**src/rtl/neptuno_joystick_reader.sv**
```systemverilog
// rtl/neptuno_joystick_reader.sv - Neptuno 2x8-bit joystick shift-chain reader with Megadrive P7 scanning
module neptuno_joystick_reader #(
    parameter int CLK_DIV   = 16,
    parameter int GAP_TICKS = 8
) (
    input  logic       clk,
    input  logic       reset_n,
    input  logic       joy_data,
    output logic       joy_clk,
    output logic       joy_load,
    output logic       joy_p7,
    output logic [7:0] joy1,
    output logic [7:0] joy2,
    output logic       valid
);

    localparam int DIV_W = $clog2(CLK_DIV);
    localparam int GAP_W = $clog2(GAP_TICKS + 1);

    typedef enum logic [1:0] {
        S_GAP   = 2'd0,
        S_LOAD  = 2'd1,
        S_SHIFT = 2'd2,
        S_END   = 2'd3
    } state_t;

    state_t           state, state_next;
    logic [DIV_W-1:0] div;
    logic             tick;
    logic [GAP_W-1:0] gap_cnt, gap_next;
    logic             load_cnt, load_cnt_next;
    logic [3:0]       idx, idx_next;
    logic [1:0]       sync;
    logic [15:0]      shift, shift_next;
    logic [15:0]      cap_p1, cap_p1_next;
    logic             joy_clk_next, joy_load_next, joy_p7_next, valid_next;
    logic [7:0]       joy1_next, joy2_next;
    logic             gap_done;

    assign tick     = (div == DIV_W'(CLK_DIV - 1));
    assign gap_done = (gap_cnt == GAP_W'(GAP_TICKS));

    always_ff @(posedge clk or negedge reset_n) begin
        if (!reset_n) begin
            state    <= S_GAP;
            div      <= '0;
            gap_cnt  <= '0;
            load_cnt <= 1'b0;
            idx      <= 4'd0;
            sync     <= 2'b00;
            shift    <= '0;
            cap_p1   <= '0;
            joy_clk  <= 1'b0;
            joy_load <= 1'b1;
            joy_p7   <= 1'b1;
            joy1     <= 8'h00;
            joy2     <= 8'h00;
            valid    <= 1'b0;
        end else begin
            state    <= state_next;
            div      <= tick ? '0 : div + DIV_W'(1);
            gap_cnt  <= gap_next;
            load_cnt <= load_cnt_next;
            idx      <= idx_next;
            sync     <= {sync[0], joy_data};
            shift    <= shift_next;
            cap_p1   <= cap_p1_next;
            joy_clk  <= joy_clk_next;
            joy_load <= joy_load_next;
            joy_p7   <= joy_p7_next;
            joy1     <= joy1_next;
            joy2     <= joy2_next;
            valid    <= valid_next;
        end
    end

    // Within SHIFT the registered joy_clk level tells tick A (low) from tick B (high).
    always_comb begin
        state_next    = state;
        gap_next      = gap_cnt;
        load_cnt_next = load_cnt;
        idx_next      = idx;
        if (tick) begin
            case (state)
                S_GAP: begin
                    if (gap_done) begin
                        state_next    = S_LOAD;
                        gap_next      = '0;
                        load_cnt_next = 1'b0;
                    end else begin
                        gap_next = gap_cnt + GAP_W'(1);
                    end
                end
                S_LOAD: begin
                    if (load_cnt) begin
                        state_next = S_SHIFT;
                        idx_next   = 4'd0;
                    end else begin
                        load_cnt_next = 1'b1;
                    end
                end
                S_SHIFT: begin
                    if (joy_clk) begin
                        idx_next = idx + 4'd1;
                        if (idx == 4'd15) state_next = S_END;
                    end
                end
                S_END: begin
                    // The evaluation tick also counts as the first tick of the gap.
                    state_next = S_GAP;
                    gap_next   = GAP_W'(1);
                end
                default: state_next = S_GAP;
            endcase
        end
    end

    always_comb begin
        joy_clk_next  = joy_clk;
        joy_load_next = joy_load;
        joy_p7_next   = joy_p7;
        shift_next    = shift;
        cap_p1_next   = cap_p1;
        joy1_next     = joy1;
        joy2_next     = joy2;
        valid_next    = 1'b0;
        if (tick) begin
            case (state)
                S_GAP: begin
                    if (gap_done) joy_load_next = 1'b0;
                end
                S_LOAD: begin
                    if (load_cnt) joy_load_next = 1'b1;
                end
                S_SHIFT: begin
                    if (!joy_clk) begin
                        shift_next[idx] = sync[1];
                        joy_clk_next    = 1'b1;
                    end else begin
                        joy_clk_next = 1'b0;
                    end
                end
                S_END: begin
                    if (joy_p7) begin
                        cap_p1_next = shift;
                        joy_p7_next = 1'b0;
                    end else begin
                        joy1_next   = ~{shift[5], shift[4], cap_p1[5], cap_p1[4], cap_p1[3:0]};
                        joy2_next   = ~{shift[13], shift[12], cap_p1[13], cap_p1[12], cap_p1[11:8]};
                        valid_next  = 1'b1;
                        joy_p7_next = 1'b1;
                    end
                end
                default: ;
            endcase
        end
    end

endmodule

```
**config.mk**
```make
export PLATFORM = sky130hd
export DESIGN_NAME = neptuno_joystick_reader
export DESIGN_NICKNAME = d
export VERILOG_FILES = /design/src/rtl/neptuno_joystick_reader.sv
export SDC_FILE = /design/constraint.sdc
export NUM_CORES = 1
export LEC_CHECK = 0
export ABC_CLOCK_PERIOD_IN_PS = 4120
export BUFFER_PORTS_ARGS = -buffer_cell sky130_fd_sc_hd__clkbuf_2
export CORE_ASPECT_RATIO = 1.1
export CORE_MARGIN = 5
export CORE_UTILIZATION = 60
export DETAILED_ROUTE_END_ITERATION = 12
export PLACE_DENSITY = 0.86
export SETUP_SLACK_MARGIN = 0.02
export SYNTH_ARGS = -nofsm -noshare
export SYNTH_HDL_FRONTEND = slang
export SYNTH_SLANG_ARGS = --single-unit
```
**constraint.sdc**
```tcl
create_clock -name clk -period 4.12 [get_ports clk]
set_input_delay 0.618 -clock clk [delete_from_list [all_inputs] [get_ports clk]]
set_output_delay 0.618 -clock clk [all_outputs]
set_load 0.005 [all_outputs]
```
== Word level (Yosys, flattened, before mapping) ==
Index checks and enable logic that the tools add are counted.

* Bits in latches: 0
* Word-level logic and storage cells: 70
* Output and inout bits: 20
* Bits in writable memories: 0
* Bits of input ports: 3
* Register bits: 67
* Memories: 0
* ROM bits: 0

* Multipliers: 0
* Divide/modulo/power cells: 0
* Multiplexer cells: 22
* Shifts and indexed selects: 0
* Reductions and logical operators: 15
* Equality and inequality tests: 10
* Bitwise logic cells: 4
* Order comparisons: 2
* $add $sub $neg: 3

{| class="wikitable"
|+ Operators by type and width
! operator !! count
|-
| $bwmux W16 || 1
|-
| $mux W4 || 4
|-
| $not A8 Y8 || 2
|-
| $pmux W4 S2 || 2
|-
| $add A4 B1 Y4 const B || 3
|-
| $eq A4 B4 Y1 const B || 3
|-
| $reduce_and A3 Y1 || 4
|-
| $mux W2 || 4
|-
| $ne A2 B2 Y1 const B || 4
|-
| $pmux W2 S4 || 1
|-
| $reduce_and A4 Y1 || 2
|-
| $mux W1 || 7
|-
| $reduce_and A2 Y1 || 3
|-
| $reduce_bool A2 Y1 || 3
|-
| $lt A4 B5 Y1 const B || 1
|-
| $reduce_and A5 Y1 || 1
|-
| $demux W1 S4 || 1
|-
| $eq A2 B2 Y1 const B || 2
|-
| $ge A4 B1 Y1 const B || 1
|-
| $pmux W1 S2 || 2
|-
| $eq A2 B1 Y1 const B || 1
|-
| $logic_not A2 Y1 || 1
|-
| $not A1 Y1 || 2
|-
| $logic_and A1 B1 Y1 || 1
|}

== Longest topological paths before layout ==
Gate-level depths: netlist of run 1.

* Depth after elaboration: 5
* Mapped depth: 7
* Gate-level depth less buffers: 6

== Worst setup path before layout of run 1 ==
OpenSTA, ideal clock, no wires.

* Path type: flip-flop to flip-flop
* Start point: register div[0]
* End point: register state[1]
* Clock period less this slack: 1.755 ns
* Setup time: 0.125 ns
* Cell stages (with the launch flop): 7
* Path slack: 2.365 ns
* Data required time: 3.995 ns
* Data arrival time: 1.630 ns
* Cells stage by stage: dfrtp_1 ha_1 and3_1 buf_4 o21ai_2 a2111o_1 mux2_4

* Word-level cells in the longest chain between the ends: 2

{| class="wikitable"
|+ Ends and longest elaborated chain
! what !! line !! source
|-
| start: declaration || 28 || <nowiki>logic [DIV_W-1:0] div;</nowiki>
|-
| start signal: assignment || 61 || <nowiki>div <= tick ? '0 : div + DIV_W'(1);</nowiki>
|-
| $eq A4 B4 Y1 || 40 || <nowiki>assign tick = (div == DIV_W'(CLK_DIV - 1));</nowiki>
|-
| $reduce_and A5 Y1 (no line) || -- ||
|-
| end signal: assignment || 60 || <nowiki>state <= state_next;</nowiki>
|-
| end: declaration || 27 || <nowiki>state_t state, state_next;</nowiki>
|}

Every way passes these cells.
A chain may end at the register's enable or synchronous reset.

== Final worst setup path of run 1 ==
* Start point: register div[0]
* End point: register joy2[1]

* Word-level cells in the longest chain between the ends: 2

{| class="wikitable"
|+ Ends and longest elaborated chain
! what !! line !! source
|-
| $eq A4 B4 Y1 || 40 ||
|-
| $reduce_and A3 Y1 (no line) || -- ||
|-
| end signal: assignment || 72 || <nowiki>joy2 <= joy2_next;</nowiki>
|-
| end: declaration || 13 || <nowiki>output logic [7:0] joy2,</nowiki>
|}

Every way passes these cells.

==> impl_results.md, run 1 <==
* H-Tree Depth at 3
* Critical Path RT at between 4 and 5 ns
* Yosys reg bits at 61
* DRT iter0 DRCs at between 80 and 90
* # hold bufs at CTS at 0
* EDFF count, synth at 0
* Post-Syn Instances at 230
* Clk root buf: clkbuf_8
* Slew Viols, Final at 0
* Final Critical Period at approximately 2.3 ns
* Max_cap viols at 0
* Total number of vias at 1727
* Final hold vios at 0
* Critical path arrival at around 2.6 ns
* Share of layout cells above drive strength 1 at 0.264
* HP Class: in -> async
* Final WS setup at between 1.5 and 2 ns
* Initial antenna violation count at 0
* Die W at approximately 73 µm
* Final Non-Filler Cells at about 310
* Global-route wire length before repair at ~7800 µm
* Clk sink count at slightly above 60
* Highest clock rate at around 430 MHz
* Netlist cell types at 34
* TritonCTS clock tree: done
* Worst Skew at roughly 0.0065 ns
* Slew Limit Headroom at 0.334
* Vias per inst at 5.54
* Placed insts at 297
* Crit. End Element: flop
* Post-CTS setup buffer count at 0
* GRT overflow at 0
* DRT Pass-1 Iters at 4
* Post-DR wirelength/cell at 14.1 µm
* Pre-CTS WS at around 1.7 ns
* Nets at 269
* Clock Path Buffers at 2
* FF-to-FF Start: div[0]
* Crit start category: flop
* ANT nets after route at 0
* Initial Util at 0.616
* TNS Setup at 0 ns
* Synth Flop Type: dfrtp_1
* Synth top area share at 0.559
* Pleak at roughly 1.5 nW
* Area grow syn2layout at 12.8%
* Most numerous cell in the Yosys netlist: dfrtp_1
* Syn Nets at around 250
* Setup violators final at 0
* Post-synthesis cell area at ~0.0026 mm²
* All-layer global routing usage at 0.178
* Worst reg2reg path depth at 4
* Post-cts sizing count at 0
* DP HPWL at 3100 µm
* Drt drc at 0
* Cell taking the most area after synthesis: dfrtp_1
* Antenna cells at 0
* Detailed Route WL at around 4400 µm
* Vias in the first global route at ~1800
* Worst setup path start: div[0]
* Crit Path Class: reg -> reg
* GPL Wtd Cong at ~0.76
* Avg Cell Area, Syn at approximately 11 µm²
* Crit Path Max Fanout at 34
* Outcome: completed
* Port Buffers at 22
* Die Ht at 79.6 µm
* Die footprint at roughly 0.0058 mm²
* Synth warn at 0
* Num CTS Buffers at 9
* Clock slew at reported path FFs at ~0.060 ns
* RSZ-0062 raised after global routing: no
* Most Used Layer, Global Route: met2
* Post-synthesis async set-or-reset flop share at 1.00
* Worst-Skew Late Latency at between 0.3 and 0.4 ns
* Sequential share of the synthesized area at 0.579
* PwrDens at approximately 380 mW/mm²
* Largest net degree at the start of global routing at 35
* Row cnt at 25
* Met1 usage at 0.204
* Worst ir drop on vdd at just over 0.0002 V
* Worst Tran Pin Value at ~1.0 ns
* Grt met3 use at 0.0542
* Final period util at 0.568
* Most frequent cells after synthesis: dfrtp_1, nand2_1, o21ai_0, mux2_2, nand3_1
* Largest cells by area after synthesis: dfrtp_1, mux2_2, ha_1
* GR Util met2 at 0.299
* Ports at 23
* Core box area at about 0.0043 mm²
[per-stage QoR]
stage	util	power [mW]	hold WS, ns	cell area (µm²)
floorplan	-	0.613	0.322	2640
global placement	0.649	0.626	0.334	2780
detailed placement	0.649	0.626	0.352	2780
CTS	0.695	1.15	0.330	2980
global route	0.695	1.18	0.371	2980
finish	0.695	1.14	0.319	2980
[final timing paths]
kind | slack (ns) | end
max | 1.78 | joy2[1]
min in group clk | 0.36 | sync[1]
min | 0.32 | joy1[4]
max reg2reg | 1.78 | joy2[1]
max in group asynchronous | 2.90 | joy_load
min reg2reg | 0.36 | sync[1]
[sequential cells by signal (all words and copies together) (netlist names), 2 cells and up]
register and flops:
joy1 8, cap_p1 12, sync 2, gap_cnt 4
div 4, shift 12, joy2 8, idx 4
state 2
[layout make-up]
class,instances,area (µm²)
Timing Repair Buffer,23,118
Clock buffer,11,151
Clock inverter,4,47.5
Sequential cell,61,1530
Fill cell,304,1310
Inverter,11,41.3
Multi-Input combinational cell,148,1030
Tap cell,54,67.6
[layout by cell type, fill, tap and decap left out, drive strengths merged, types with 2 or more instances in the layout]
cell    count
dfrtp      59
clkbuf     33
nand2      29
o21ai      27
mux2       25
nand3      14
ha         12
inv        11
a21oi       8
a22o        4
nor2b       3
nand4       3
nor2        2
nand3b      2
a31oi       2
or2         2
nor4        2
nand2b      2
clkinv      2
dfstp       2
[critical path, cell delays in order (launching register included)]
cell and delay [ns]:
dfrtp_1 0.39, ha_1 0.25, and3_1 0.36, nand3b_1 0.73
o21ai_0 0.48
[power breakdown]
group	total [mW]	internal [mW]	switching (mW)
clock network	0.527	0.306	0.221
registers	0.602	0.600	0.00151
logic	0.0124	0.00136	0.0110
total	1.14	0.908	0.233
[metal layers]
layer / up-vias / part of all wire
li1: 855 / -
met1: 835 / 0.44
met2: 26 / 0.50
met3: 11 / 0.044
met4: 0 / 0.019
met5: - / 0
[logic make-up after synthesis]
logic type                 share of synthesized area
AOI/OAI and AO/OA                             0.0981
DFF                                            0.579
buffers and inverters                         0.0327
xor gates and xnor gates                     0.00663
adders and majority gates                     0.0568
muxes                                          0.108
and+or+nand+nor                                0.119
(Power assumes the default switching activity.)
==> inputs of run 2 (changes only) <==
--- a/config.mk
+++ b/config.mk
@@ -5,13 +5,14 @@
 export SDC_FILE = /design/constraint.sdc
 export NUM_CORES = 1
 export LEC_CHECK = 0
-export ABC_CLOCK_PERIOD_IN_PS = 4120
+export ABC_AREA = 1
+export ABC_CLOCK_PERIOD_IN_PS = 2200
 export BUFFER_PORTS_ARGS = -buffer_cell sky130_fd_sc_hd__clkbuf_2
 export CORE_ASPECT_RATIO = 1.1
 export CORE_MARGIN = 5
-export CORE_UTILIZATION = 60
+export CORE_UTILIZATION = 59
 export DETAILED_ROUTE_END_ITERATION = 12
-export PLACE_DENSITY = 0.86
+export PLACE_DENSITY = 0.85
 export SETUP_SLACK_MARGIN = 0.02
 export SYNTH_ARGS = -nofsm -noshare
 export SYNTH_HDL_FRONTEND = slang
==> constraint.sdc (replaced) <==
create_clock -name clk -period 2.2 [get_ports clk]
set_input_delay 0.33 -clock clk [delete_from_list [all_inputs] [get_ports clk]]
set_output_delay 0.33 -clock clk [all_outputs]
set_load 0.005 [all_outputs]
==> impl_results.md, run 2 <==
* Outcome: completed
* Post-Syn Instances at around 320
* CP max stage cell: dfrtp_1
* Mux cell area share after synthesis at 0
* DRT iter0 DRCs at around 120
* Crit Path Max Fanout at 34
* Final period util at 0.744
* Port Buffers at 22
* Placed insts at 388
* Die footprint at approximately 0.0063 mm²
* Most numerous cell in the Yosys netlist: nand2_1
* GR Util met2 at 0.308
* WHS at just under 0.1 ns
* Setup violators final at 0
* Min-Delay Startpoint: joy_data
* Compound-Gate Fraction of Synth Area at 0.0779
* Pleak at ~1.7 nW
* Synth Area in XOR/XNOR at 0.00616
* Nets at roughly 360
* Die Ht at 82.8 µm
* TritonCTS clock tree: done
* GRT overflow at 0
* Final hold vios at 0
* Post-synthesis async set-or-reset flop share at 1.00
* Antenna cells at 0
* RSZ-0062 raised after global routing: no
* Slew Limit Headroom at 0.652
* Post-cts sizing count at 0
* Fraction of the mapped netlist area in simple logic gates at 0.250
* Most frequent cells after synthesis: nand2_1, dfrtp_1, inv_1, nor2_1, o21ai_1
* Yosys reg bits at approximately 60
* Max_cap viols at 0
* R2R Path End: joy2[1]
* Synth warn at 0
* Clk sink count at a little over 60
* Netlist cell types at 26
* Sequential share of the synthesized area at 0.538
* WHS Path Cells at 1
* Most common cell after layout, fill and taps aside: nand2_1
* FF-to-FF Start: state[1]
* Synth top area share at 0.519
* Initial antenna violation count at 0
* EDFF count, synth at 0
* Worst Tran Pin Value at between 0.5 and 0.6 ns
* CP Buf/Inv Count at 1
* Vias in the first global route at ~2200
* Internal reg-to-reg setup slack at about 0.56 ns
* All-layer global routing usage at 0.183
* TNS Setup at 0 ns
* Crit Path Class: reg -> reg
* Crit-path leading delay family: simple AND/OR/NAND/NOR gates
* Avg Cell Area, Syn at about 8.9 µm²
* Highest clock rate at around 600 MHz
* Clock slew at reported path FFs at roughly 0.070 ns
* Final Non-Filler Cells at slightly above 400
* Syn Nets at 333
* Worst Skew at ~0.010 ns
* Drt drc at 0
* Core box area at between 0.004 and 0.005 mm²
* Levels on crit path at 6
* Share of layout cells above drive strength 1 at 0.158
* Largest regs: cap_p1: 12 flops, shift: 12 flops
* GPL Wtd Cong at roughly 0.78
* Die W at between 70 and 80 µm
* Worst Hold End: sync[0]
* Post-DR wirelength/cell at between 10 and 15 µm
* Area grow syn2layout at 13.0%
* Worst-Skew Late Latency at between 0.3 and 0.4 ns
* DRT Pass-1 Iters at 5
* Met1 usage at 0.212
* PwrDens at around 730 mW/mm²
* Post-Synth Adder-Cell Area at 0.0528
* Final Critical Period at 1.64 ns
* Clock Path Buffers at 2
* Global-route wire length before repair at roughly 9400 µm
* Post-CTS setup buffer count at 0
* Worst reg2reg path depth at 6
* Slowest Stage Delay on Critical Path at about 0.41 ns
* Ports at 23
* Most frequent cells in the layout: nand2_1, dfrtp_1, inv_1
* Crit start category: flop
* Most Used Layer, Global Route: met2
* Synth Flop Type: dfrtp_1
* Largest net degree at the start of global routing at 43
* Grt met3 use at 0.0379
* H-Tree Depth at 3
* Clk root buf: clkbuf_8
* Worst ir drop on vdd at roughly 0.00041 V
* Largest cells by area after synthesis: dfrtp_1, nand2_1, ha_1
* Detailed Route WL at a little over 5000 µm
* Cell taking the most area after synthesis: dfrtp_1
* Critical path arrival at 1.85 ns
* Combinational family with the most area after synthesis: simple AND/OR/NAND/NOR gates
* DP HPWL at about 3500 µm
* ANT nets after route at 0
* Total number of vias at 2137
* Crit. End Element: flop
* Row cnt at 26
* Post-synthesis cell area at ~0.0028 mm²
* Vias per inst at between 5 and 6
* Critical Path RT at 2.42 ns
* Critical Path, Cell by Cell: ha_1 -> inv_1 -> nor2_1 -> nand2_4 -> nand2_1 -> o21ai_1
* HP Class: in -> reg
* Initial Util at 0.611
* Num CTS Buffers at 9
* Slew Viols, Final at 0
-- run 2: metal layers --
metal  wire length, µm  share of wire
met1              2210           0.43
met2              2630           0.51
met3               206          0.040
met4               153          0.029
met5                 0              0
-- run 2: per-stage QoR --
stage	setup slack (ns)	power, mW	cell area, µm²	utilization
after floorplan	0.807	1.15	2840	-
after global placement	0.697	1.18	2960	0.637
after detailed placement	0.617	1.18	2960	0.637
after CTS	0.567	2.36	3210	0.691
after global routing	0.462	2.43	3210	0.691
final	0.564	2.35	3210	0.691
-- run 2: final cells by class --
cell class / instances / area, µm²
Tap cell: 56 / 70.1
Timing Repair Buffer: 25 / 148
Sequential cell: 61 / 1530
Multi-Input combinational cell: 213 / 1100
Inverter: 34 / 128
Clock inverter: 6 / 111
Clock buffer: 10 / 128
Fill cell: 327 / 1440
-- run 2: logic make-up (layout without fill, tap and decap cells) --
logic type / count (synthesis) / in the layout
fa+ha+maj: 12 / 12
compound gates: 42 / 42
simple gates: 157 / 157
xor+xnor: 2 / 2
buf+inv: 44 / 75
flops: 61 / 61
-- run 2: how the worst max path moves through the flow --
stage / startpoint / end / slack [ns]
final: state[1] / joy2[1] / 0.56
after detailed placement: state[1] / joy2[4] / 0.62
after global routing: state[1] / joy2[0] / 0.46
after global placement: div[0] / cap_p1[10] / 0.70
after floorplan: state[0] / idx[3] / 0.81
after CTS: state[1] / joy2[1] / 0.57
-- run 2: power breakdown --
group	switching [mW]	internal (mW)	total [mW]
clock network	0.447	0.752	1.20
logic	0.0214	0.00609	0.0275
registers	0.00340	1.12	1.13
-- run 2: worst reg2reg max path: cells and delay by family, from the launching register on --
| kind | cells | cell delay (ns) |
|---|---|---|
| compound gates | 1 | 0.08 |
| fa+ha+maj | 1 | 0.31 |
| buf+inv | 1 | 0.14 |
| flops | 1 | 0.41 |
| simple gates | 3 | 0.58 |
-- run 2: repair_timing --
item | 4_1_cts | 5_1_grt
setup endpoints to repair | 0 | 0
endpoints found under the hold margin | 18 | 0
hold buffers | 1 | 0
==> inputs of run 3 (changes only) <==
--- a/config.mk
+++ b/config.mk
@@ -6,7 +6,7 @@
 export NUM_CORES = 1
 export LEC_CHECK = 0
 export ABC_AREA = 1
-export ABC_CLOCK_PERIOD_IN_PS = 2200
+export ABC_CLOCK_PERIOD_IN_PS = 1700
 export BUFFER_PORTS_ARGS = -buffer_cell sky130_fd_sc_hd__clkbuf_2
 export CORE_ASPECT_RATIO = 1.1
 export CORE_MARGIN = 5
==> constraint.sdc (replaced) <==
create_clock -name clk -period 1.7 [get_ports clk]
set_input_delay 0.255 -clock clk [delete_from_list [all_inputs] [get_ports clk]]
set_output_delay 0.255 -clock clk [all_outputs]
set_load 0.005 [all_outputs]
==> impl_results.md, run 3 (synthesized netlist as in run 2, its figures left out) <==
* Worst ir drop on vdd at 0.000435 V
* All-layer global routing usage at 0.177
* Post-DR wirelength/cell at ~13 µm
* GPL Wtd Cong at slightly above 0.8
* Vias per inst at about 5.2
* Total number of vias at ~2100
* Critical Path RT at between 1.5 and 2 ns
* Clock Path Buffers at 2
* DRT Pass-1 Iters at 5
* Most frequent cells in the layout: nand2_1, dfrtp_1, inv_1
* Min-Delay Startpoint: joy_data
* H-Tree Depth at 3
* Critical path arrival at 1.86 ns
* Clk sink count at 61
* Pleak at 1.64 nW
* Initial antenna violation count at 0
* Slew Viols, Final at 0
* Port Buffers at 22
* Die footprint at ~0.0063 mm²
* RSZ-0062 raised after global routing: yes
* Most common cell after layout, fill and taps aside: nand2_1
* Worst reg2reg path depth at 6
* Outcome: completed
* WHS at approximately 0.023 ns
* Share of layout cells above drive strength 1 at 0.173
* Worst-Skew Late Latency at 0.34 ns
* Slew Limit Headroom at 0.621
* Worst Skew at between 0.008 and 0.009 ns
* Drt drc at 0
* Final hold vios at 0
* Clock slew at reported path FFs at ~0.060 ns
* Crit Path Max Fanout at 12
* Worst Tran Pin Value at 0.568 ns
* Crit. End Element: flop
* Internal reg-to-reg setup slack at 0.06 ns
* GRT overflow at 0
* Die Ht at a little over 80 µm
* Largest net degree at the start of global routing at 35
* R2R Path End: cap_p1[13]
* Crit Path Class: reg -> reg
* Slowest Stage Delay on Critical Path at about 0.38 ns
* Worst setup path start: div[0]
* Max_cap viols at 0
* Crit path to: cap_p1[13]
* Initial Util at 0.611
* HP Class: in -> reg
* Global-route wire length before repair at just over 9000 µm
* Pwr Total at around 2.6 mW
* Clk root buf: clkbuf_8
* Final Critical Period at 1.64 ns
* Final Non-Filler Cells at 408
* DRT iter0 DRCs at around 120
* Core box area at around 0.0047 mm²
* Setup violators final at 0
* Row cnt at 26
* Placed insts at between 300 and 400
* Area grow syn2layout at 12.6%
* Detailed Route WL at 5320 µm
* ANT nets after route at 0
* Final period util at 0.967
* Die W at approximately 76 µm
* Crit start category: flop
* CP max stage cell: dfrtp_1
* Antenna cells at 0
* FF-to-FF Start: div[0]
* TritonCTS clock tree: done
* Vias in the first global route at between 2000 and 2500
* Num CTS Buffers at 9
* Ports at 23
* DP HPWL at around 3600 µm
* Largest regs: cap_p1: 12 flops, shift: 12 flops
* Highest clock rate at about 600 MHz
* Nets at 363
* PwrDens at 808 mW/mm²
* Critical Path, Cell by Cell: ha_1 -> nand2_2 -> nor2_8 -> nand3_2 -> nand2_1 -> o21ai_1
==> run 3: layer usage <==
layer,share of wire,wire [µm],GRT usage
met1,0.44,2350,0.218
met2,0.50,2660,0.280
met3,0.038,203,0.0487
met4,0.021,110,0.0986
met5,0,0,0
==> run 3: final cells by class <==
cell class              count  area, µm²
flip-flops and latches     61       1530
fillers                   357       1450
multi-input cells         215       1130
repair buffers             27        175
clock buffers              11        141
inverters                  34        128
well taps                  56       70.1
clock inverters             4       25.0
==> run 3: timing repair <==
item	CTS	global route
gates resized for setup	0	5
endpoints found under the hold margin	17	0
hold buffers	1	0
setup buffers	0	0
endpoints found under the setup margin	0	19
==> run 3: worst min-delay path by stage <==
stage                      to  slack (ns)  cells after the start
floorplan           cap_p1[0]       -0.04                      0
global placement     shift[3]        0.27                      1
detailed placement   shift[3]        0.27                      1
CTS                   sync[0]        0.01                      1
global route          sync[0]       0.009                      1
finish                sync[0]        0.02                      1
==> run 3: where the power goes <==
part,internal (mW),leakage (nW),total (mW),switching [mW]
logic,0.0108,0.737,0.0406,0.0299
clock network,0.554,0.0812,1.09,0.535
registers,1.45,0.826,1.46,0.00440
total,2.02,1.64,2.59,0.569
==> run 3: worst max-delay path: cells and delay by family (launching register included) <==
kind                     cells  cell delay [ns]
AND/OR/NAND/NOR              4             0.80
AO/OA/AOI/OAI                1             0.08
adder cells (fa/ha/maj)      1             0.27
flip-flops                   1             0.38
==> run 3: metrics by stage <==
step	cell area (µm²)	setup WS [ns]	util	TNS, ns
after floorplan	2840	0.307	-	0
after global placement	2990	0.202	0.643	0
after detailed placement	2990	0.129	0.643	0
after CTS	3170	0.0875	0.681	0
after global routing	3200	-0.0490	0.688	-0.0490
final	3200	0.0564	0.688	0
